### src/rtl/sdm_dwa.sv
// sdm_dwa: data-weighted-averaging unit-element selector for the multibit sigma-delta DAC.
module sdm_dwa #(
    parameter int N      = 8,
    parameter int PW     = 3,
    parameter int OFFSET = 4
) (
    input  logic          clk,
    input  logic          rstn,
    input  logic [3:0]    sdm_in,
    input  logic          in_vld,
    input  logic          dwa_en,
    input  logic          ptr_clr,
    input  logic          ovf_clr,
    output logic [N-1:0]  sel_out,
    output logic          out_vld,
    output logic [PW-1:0] ptr,
    output logic          ovf
);
    logic signed [PW+1:0] k_raw;
    logic                 k_neg;
    logic                 k_big;
    logic [PW:0]          k;
    logic [PW-1:0]        p_eff;
    logic [N:0]           therm_ext;
    logic [N-1:0]         therm;
    logic [2*N-1:0]       rot;
    logic [N-1:0]         sel_nxt;
    logic [PW-1:0]        ptr_nxt;

    assign k_raw = $signed({{(PW-2){sdm_in[3]}}, sdm_in}) + $signed((PW+2)'(OFFSET));

    always_comb begin
        k_neg     = k_raw[PW+1];
        k_big     = k_raw > $signed((PW+2)'(N));
        k         = k_neg ? '0 : k_big ? (PW+1)'(N) : k_raw[PW:0];
        p_eff     = ptr_clr ? '0 : ptr;
        therm_ext = ((N+1)'(1) << k) - (N+1)'(1);
        therm     = therm_ext[N-1:0];
        // Doubling the thermometer word turns the left shift into a wrap-around rotate.
        rot       = {therm, therm} << p_eff;
        sel_nxt   = dwa_en ? rot[2*N-1:N] : therm;
        ptr_nxt   = dwa_en ? p_eff + k[PW-1:0] : '0;
    end

    always_ff @(posedge clk or negedge rstn) begin
        if (!rstn) begin
            sel_out <= '0;
            out_vld <= 1'b0;
            ptr     <= '0;
            ovf     <= 1'b0;
        end else begin
            out_vld <= in_vld;
            ovf     <= (in_vld & k_big) | (ovf & ~ovf_clr);
            if (in_vld) begin
                sel_out <= sel_nxt;
                ptr     <= ptr_nxt;
            end else if (ptr_clr) begin
                ptr <= '0;
            end
        end
    end
endmodule

### config.mk
export PLATFORM = sky130hd
export DESIGN_NAME = sdm_dwa
export DESIGN_NICKNAME = d
export VERILOG_FILES = /design/src/rtl/sdm_dwa.sv
export SDC_FILE = /design/constraint.sdc
export NUM_CORES = 1
export LEC_CHECK = 0
export CAP_MARGIN = 20
export CORE_ASPECT_RATIO = 1.4
export CORE_UTILIZATION = 37
export DETAILED_ROUTE_END_ITERATION = 8
export MAX_ROUTING_LAYER = met4
export PLACE_DENSITY = 0.68
export SKIP_CTS_REPAIR_TIMING = 1
export SLEW_MARGIN = 25
export SYNTH_ARGS = -nofsm -noshare
export SYNTH_HDL_FRONTEND = slang
export SYNTH_SLANG_ARGS = --single-unit
### constraint.sdc
create_clock -name clk -period 2.4 [get_ports clk]
set_input_delay 0.48 -clock clk [delete_from_list [all_inputs] [get_ports clk]]
set_output_delay 0.48 -clock clk [all_outputs]
set_load 0.02 [all_outputs]
==> reports/results.ini, run 1 <==
[sta]
setup_violations = 0
max_freq_mhz = 451
skew_ps = 3.84
hold_viol = 0
min_period_ps = 2220
worst_slew_pin_slew_ps = 588
rsz0062_at_grt = false
period_share_pct = 92.3
relSlewSlack_pct = 60.3
maxSlewViolCount = 0

[synth]
yosysWarnings = 0
ys_types = 51
synth_edf_count = 0
synth_ff_type = dfrtp_1
synth_area_leaders = dfrtp_1, o21ai_0, a21oi_1
avgSynthCellArea_um2 = 7.43
synth_top_area_share_pct = 23.6
synth_top_area_cell = dfrtp_1
seq_area_frac_synth_pct = 23.6
ys_ff_latch = 13
syn_nets = 198
synth_area_um2 = 1380
async_flop_share_pct = 100
syn_inst = 186

[clock_tree]
clkTransAtPathRegs_ps = 60
cts_max_level = 1
cts_made_buffers = 3
cts_buffer_depth = 2
cts_tree = built
clk_latency_ps = 240
cts_sinks = 13
clock-root-buffer = clkbuf_8

[floorplan]
die_w_um = 53.6
pin_count = 23
start_util_pct = 39.8
die_h_um = 74.3
die_area_um2 = 3990
coreArea_um2 = 3470
core.rowCount = 25

[placed_design]
placed_area_um2 = 1770
place.gp.congestion = 0.944
dp.final_hpwl_um = 2960
io_buffers = 22

[routing]
routedWlPerCell_um = 15.2
dr.pass1.iters = 4
avgViaCountPerCell = 5.94
antenna_left = 0
drtIter0Drc = 61
drc_errors = 0
wirelength_um = 3990
dr_total_vias = 1555

[power]
p_sw_mw = 0.277
intPower_mw = 0.529
clock_power_share_pct = 24.1
p_sw_share_pct = 34.3
p_per_area_nw_per_um2 = 430
pwr-share-comb_pct = 43.6
pwr-share-seq_pct = 32.3
leakagePower_nw = 0.767
peakVddDrop_mv = 0.396

[global_route]
grt_pass1_wl_um = 6500
grt_max_degree = 22
grt_antenna_before_repair = 0
track_usage_pct = 22.9
grt_overflow = 0
grt_pass1_vias = 1379

[worst_setup_path]
crit_type = input port to flop
cp-startpoint = sdm_in[0]
reg2reg_slack_ps = 600
crit_path_end_kind = flop
worstPathArrival_ps = 2380
critPathMaxFanout = 7
r2r-start = ptr[0]$_DFF_PN0_
cp_data_required_time_ps = 2560
crit_path_start_kind = input port

[final_layout]
fin_area_um2 = 1870
drive_gt1_share_pct = 20.3
nets = 235
area_growth_pct = 35.5
fin_util_pct = 53.9
fill_cells = 324
diodes = 0

[min_path]
hold_class = flop to flop
min_from = sel_out[0]$_DFFE_PN0P_

[run_status]
outcome = finished clean

[job]
cap_violations = 0

[metrics by stage]
stage	cells	hold slack, ps	worst slack, ps	setup TNS [ps]	power [mW]
finish	262	518	184	0	0.805
global route	262	562	110	0	0.853
CTS	261	525	-126	-507	0.796
detailed placement	257	512	-341	-2410	0.597
global placement	257	501	-317	-2230	0.596
floorplan	186	184	12.0	0	0.460
[layout make-up]
cell class              count  area [µm²]  share of cell area (%)
repair buffers             50         440                    23.5
inverters                   6        22.5                    1.20
well taps                  40        50.0                    2.67
clock buffers               4        45.0                    2.41
flip-flops and latches     13         325                    17.4
multi-input cells         149         988                    52.8
[synth_stat cells (2+ instances only)]
library cell  instances
o21ai_0              27
a21oi_1              14
dfrtp_1              13
nand2_1              13
nor2_1               13
clkbuf_1              9
nor2b_1               8
buf_2                 6
nand2b_1              6
inv_1                 5
mux2i_1               5
o21ai_1               5
a22oi_1               4
o22ai_1               4
a21boi_0              3
nand3b_1              3
o211ai_1              3
or3_1                 3
a21bo_2               2
a31oi_1               2
nand3_1               2
nand4b_1              2
o21bai_1              2
o221ai_1              2
o31ai_1               2
or2_2                 2
xnor2_1               2
[kinds of logic (layout without fill, tap and decap cells)]
logic type,after synthesis,count (layout),synth area share (%)
fa+ha+maj,2,2,2.35
simple gates,56,56,21.7
mux,5,5,3.62
flops,13,13,23.6
buf+inv,24,60,7.88
compound gates,83,83,38.9
xor+xnor,3,3,1.90
[critical path, cell delays in order]
cell and delay, ps:
dlymetal6s2s_1 150, o21ai_2 160, nand2_1 120, ha_4 200
or4_4 440, a22o_4 290, o32a_1 160, o31ai_1 100
mux2i_1 130, o21ai_1 140
[power by group through the flow]
stage	Combinational (mW)	Clock (mW)	Sequential [mW]
4_1_cts	0.336	0.201	0.260
3_3_place_gp	0.332	0	0.263
6_report	0.351	0.194	0.260
2_1_floorplan	0.171	0	0.288
3_5_place_dp	0.333	0	0.264
5_1_grt	0.382	0.208	0.262
[placed cells by master, fill, tap and decap left out, types with 2 or more instances in the layout]
| master | instances |
|---|---|
| buf_4 | 28 |
| o21ai_0 | 25 |
| clkdlybuf4s50_1 | 18 |
| a21oi_1 | 14 |
| nand2_1 | 13 |
| nor2_1 | 13 |
| dfrtp_1 | 13 |
| nor2b_1 | 8 |
| nand2b_1 | 6 |
| o21ai_1 | 6 |
| inv_1 | 5 |
| mux2i_1 | 5 |
| o22ai_1 | 4 |
| dlymetal6s2s_1 | 4 |
| a21boi_0 | 3 |
| or3_1 | 3 |
| a22oi_1 | 3 |
| o211ai_1 | 3 |
| nand3b_1 | 3 |
| clkbuf_8 | 3 |
| xnor2_1 | 2 |
| nand3_1 | 2 |
| nand4b_1 | 2 |
| a21bo_2 | 2 |
| o21bai_1 | 2 |
| or2_2 | 2 |
| o31ai_1 | 2 |
| o221ai_1 | 2 |
| a31oi_1 | 2 |
[registers in the layout, indices dropped and copies added (netlist names)]
name     cells
sel_out      8
ptr          3
ovf          1
out_vld      1
[path summary, 6_finish.rpt]
kind,to,cells past startpoint
setup / recovery,sel_out[7]$_DFFE_PN0P_,10
hold / removal,sel_out[0]$_DFFE_PN0P_,2
setup reg to reg,ptr[2]$_DFF_PN0_,6
hold reg to reg,sel_out[0]$_DFFE_PN0P_,2
max in group asynchronous,ptr[2]$_DFF_PN0_,1
min in group asynchronous,ptr[1]$_DFF_PN0_,1
[metal layers]
metal / share of wire (%) / global-route usage [%]
met5: 0 / -
met4: 1.2 / 7.89
met3: 4.8 / 1.43
met2: 51 / 35.6
met1: 43 / 31.2
Power figures use the tool's default switching activity.
==> run 2: changes to the inputs <==
==> constraint.sdc (replaced) <==
create_clock -name clk -period 2.6 [get_ports clk]
set_input_delay 0.52 -clock clk [delete_from_list [all_inputs] [get_ports clk]]
set_output_delay 0.52 -clock clk [all_outputs]
set_load 0.02 [all_outputs]
==> reports/results.ini, run 2 (synthesis gave the netlist of run 1 again) <==
[clock_tree]
cts_max_level = 1  ; unchanged
clock-root-buffer = clkbuf_8  ; unchanged
clkTransAtPathRegs_ps = 50  ; was 60 ps
cts_made_buffers = 3  ; unchanged
cts_tree = built  ; unchanged
cts_buffer_depth = 2  ; unchanged
clk_latency_ps = 250  ; was 240 ps
cts_sinks = 13  ; unchanged

[worst_setup_path]
critPathMaxFanout = 4  ; was 7
crit_path_max_incr_delay_ps = 430  ; was 440 ps
crit_type = input port to flop  ; unchanged
crit_path_start_kind = input port  ; unchanged
worstPathCellList = dlymetal6s2s_1 -> o21ai_2 -> nand2_1 -> ha_2 -> or4_4 -> a22o_4 -> a221oi_4 -> mux2i_1 -> o21ai_1  ; was dlymetal6s2s_1 -> o21ai_2 -> nand2_1 -> ha_4 -> or4_4 -> a22o_4 -> o32a_1 -> o31ai_1 -> mux2i_1 -> o21ai_1
critPathSlowestCell = or4_4  ; unchanged
critical_path.top_delay_family = compound AO/OA/AOI/OAI gates  ; unchanged
cp_data_required_time_ps = 2770  ; was 2560 ps
crit_path_end_kind = flop  ; unchanged
worstPathArrival_ps = 2400  ; was 2380 ps
crit_buf_inv = 1  ; unchanged

[global_route]
grt_max_degree = 23  ; was 22
grt_pass1_vias = 1309  ; was 1379
grt_antenna_before_repair = 0  ; unchanged
grt_overflow = 0  ; unchanged
grt_pass1_wl_um = 6110  ; was 6500 µm
track_usage_pct = 21.6  ; was 22.9%

[final_layout]
final_cell_count_no_fill = 257  ; was 262
fin_area_um2 = 1830  ; was 1870 µm²
nets = 230  ; was 235
regMostFlops = sel_out  ; unchanged
final_cell_mix = o21ai_0, buf_4, clkdlybuf4s50_1  ; was buf_4, o21ai_0, clkdlybuf4s50_1
reg.largest.list = sel_out: 8 flops, ptr: 3 flops  ; unchanged
largest_register_ffs = 8  ; unchanged
diodes = 0  ; unchanged
drive_gt1_share_pct = 18.9  ; was 20.3%
area_growth_pct = 32.4  ; was 35.5%
mostFrequentLayoutCell = o21ai_0  ; was buf_4

[power]
peakVddDrop_mv = 0.271  ; was 0.396 mV
p_per_area_nw_per_um2 = 406  ; was 430 nW/µm²
leakagePower_nw = 0.743  ; was 0.767 nW

[sta]
setup_violations = 0  ; unchanged
min_period_ps = 2230
rsz0062_at_grt = false  ; unchanged
hold_viol = 0  ; unchanged
maxSlewViolCount = 0  ; unchanged
relSlewSlack_pct = 57.9  ; was 60.3%
max_freq_mhz = 449
period_share_pct = 85.7
skew_ps = 1.75  ; was 3.84 ps
worst_slew_pin_slew_ps = 630  ; was 588 ps

[routing]
drc_errors = 0  ; unchanged
antenna_left = 0  ; unchanged
routedWlPerCell_um = 15.7  ; was 15.2 µm
wirelength_um = 4040  ; was 3990 µm
dr.pass1.iters = 4  ; unchanged
drtIter0Drc = 56  ; was 61
dr_total_vias = 1542  ; was 1555
avgViaCountPerCell = 6.00  ; was 5.94

[floorplan]
die_w_um = 53.6  ; unchanged
pin_count = 23  ; unchanged
core.rowCount = 25  ; unchanged
die_h_um = 74.3  ; unchanged
start_util_pct = 39.8  ; unchanged
coreArea_um2 = 3470  ; unchanged
die_area_um2 = 3990  ; unchanged

[placed_design]
dp.final_hpwl_um = 3030  ; was 2960 µm
placed_cells = 253  ; was 257
placed_area_um2 = 1740  ; was 1770 µm²
io_buffers = 22  ; unchanged
place.gp.congestion = 0.905  ; was 0.944

[min_path]
hold_class = flop to flop  ; unchanged

[job]
cap_violations = 0  ; unchanged

[run_status]
outcome = finished clean  ; unchanged

## run 2: cell types whose count changed in the layout (fill, tap and decap cells not counted), sizes merged
cell	delta
buf	-5
## run 2: worst reg2reg max path: stages, from the launching register on
cell,delay [ps]
dfrtp_1,520
nand2b_1,160
nor2_1,70
fa_1,380
xnor2_1,150
or3_1,310
o21ai_0,70
## run 2: final timing paths
check,start,to,slack [ps],depth (start not counted)
max,sdm_in[0],sel_out[0]$_DFFE_PN0P_,370,9
min,sel_out[0]$_DFFE_PN0P_,sel_out[0]$_DFFE_PN0P_,510,2
max reg2reg,ptr[0]$_DFF_PN0_,ptr[2]$_DFF_PN0_,870,6
min reg2reg,sel_out[0]$_DFFE_PN0P_,sel_out[0]$_DFFE_PN0P_,510,2
max in group asynchronous,rstn,sel_out[2]$_DFFE_PN0P_,1530,1
min in group asynchronous,rstn,sel_out[4]$_DFFE_PN0P_,660,1
## run 2: cell type report
type                       count  area [µm²]
clock buffer                   4        45.0
fill                         343        1640
inverter                       6        22.5
multi-input combinational    149         983
sequential                    13         325
tap                           40        50.0
timing repair buffer          45         403
## run 2: stage by stage
| step | worst slack (ps) | hold slack [ps] | utilization [%] | setup TNS [ps] | power, mW |
|---|---|---|---|---|---|
| 6_report | 373 | 514 | 52.7 | 0 | 0.742 |
| 5_1_grt | 237 | 562 | 52.7 | 0 | 0.779 |
| 4_1_cts | -37.4 | 520 | 51.4 | -85.0 | 0.731 |
| 3_5_place_dp | -245 | 510 | 50.1 | -1610 | 0.545 |
| 3_3_place_gp | -227 | 504 | 50.1 | -1480 | 0.544 |
| 2_1_floorplan | 27.5 | 224 | - | 0 | 0.422 |
## run 2: layer usage
layer / share of wire, % / vias to the layer above / routed length (µm) / GRT usage (%)
li1: - / 748 / - / -
met1: 43 / 751 / 1740 / 26.3
met2: 51 / 32 / 2070 / 35.7
met3: 2.2 / 11 / 88 / 1.43
met4: 3.5 / 0 / 140 / 9.36
met5: 0 / - / 0 / -
## run 2: power by group
part	total (mW)	internal [mW]	switching (mW)	leakage (nW)
clock	0.187	0.109	0.0781	0.0228
combinational	0.315	0.149	0.166	0.562
sequential	0.240	0.223	0.0169	0.158
total	0.742	0.481	0.261	0.743
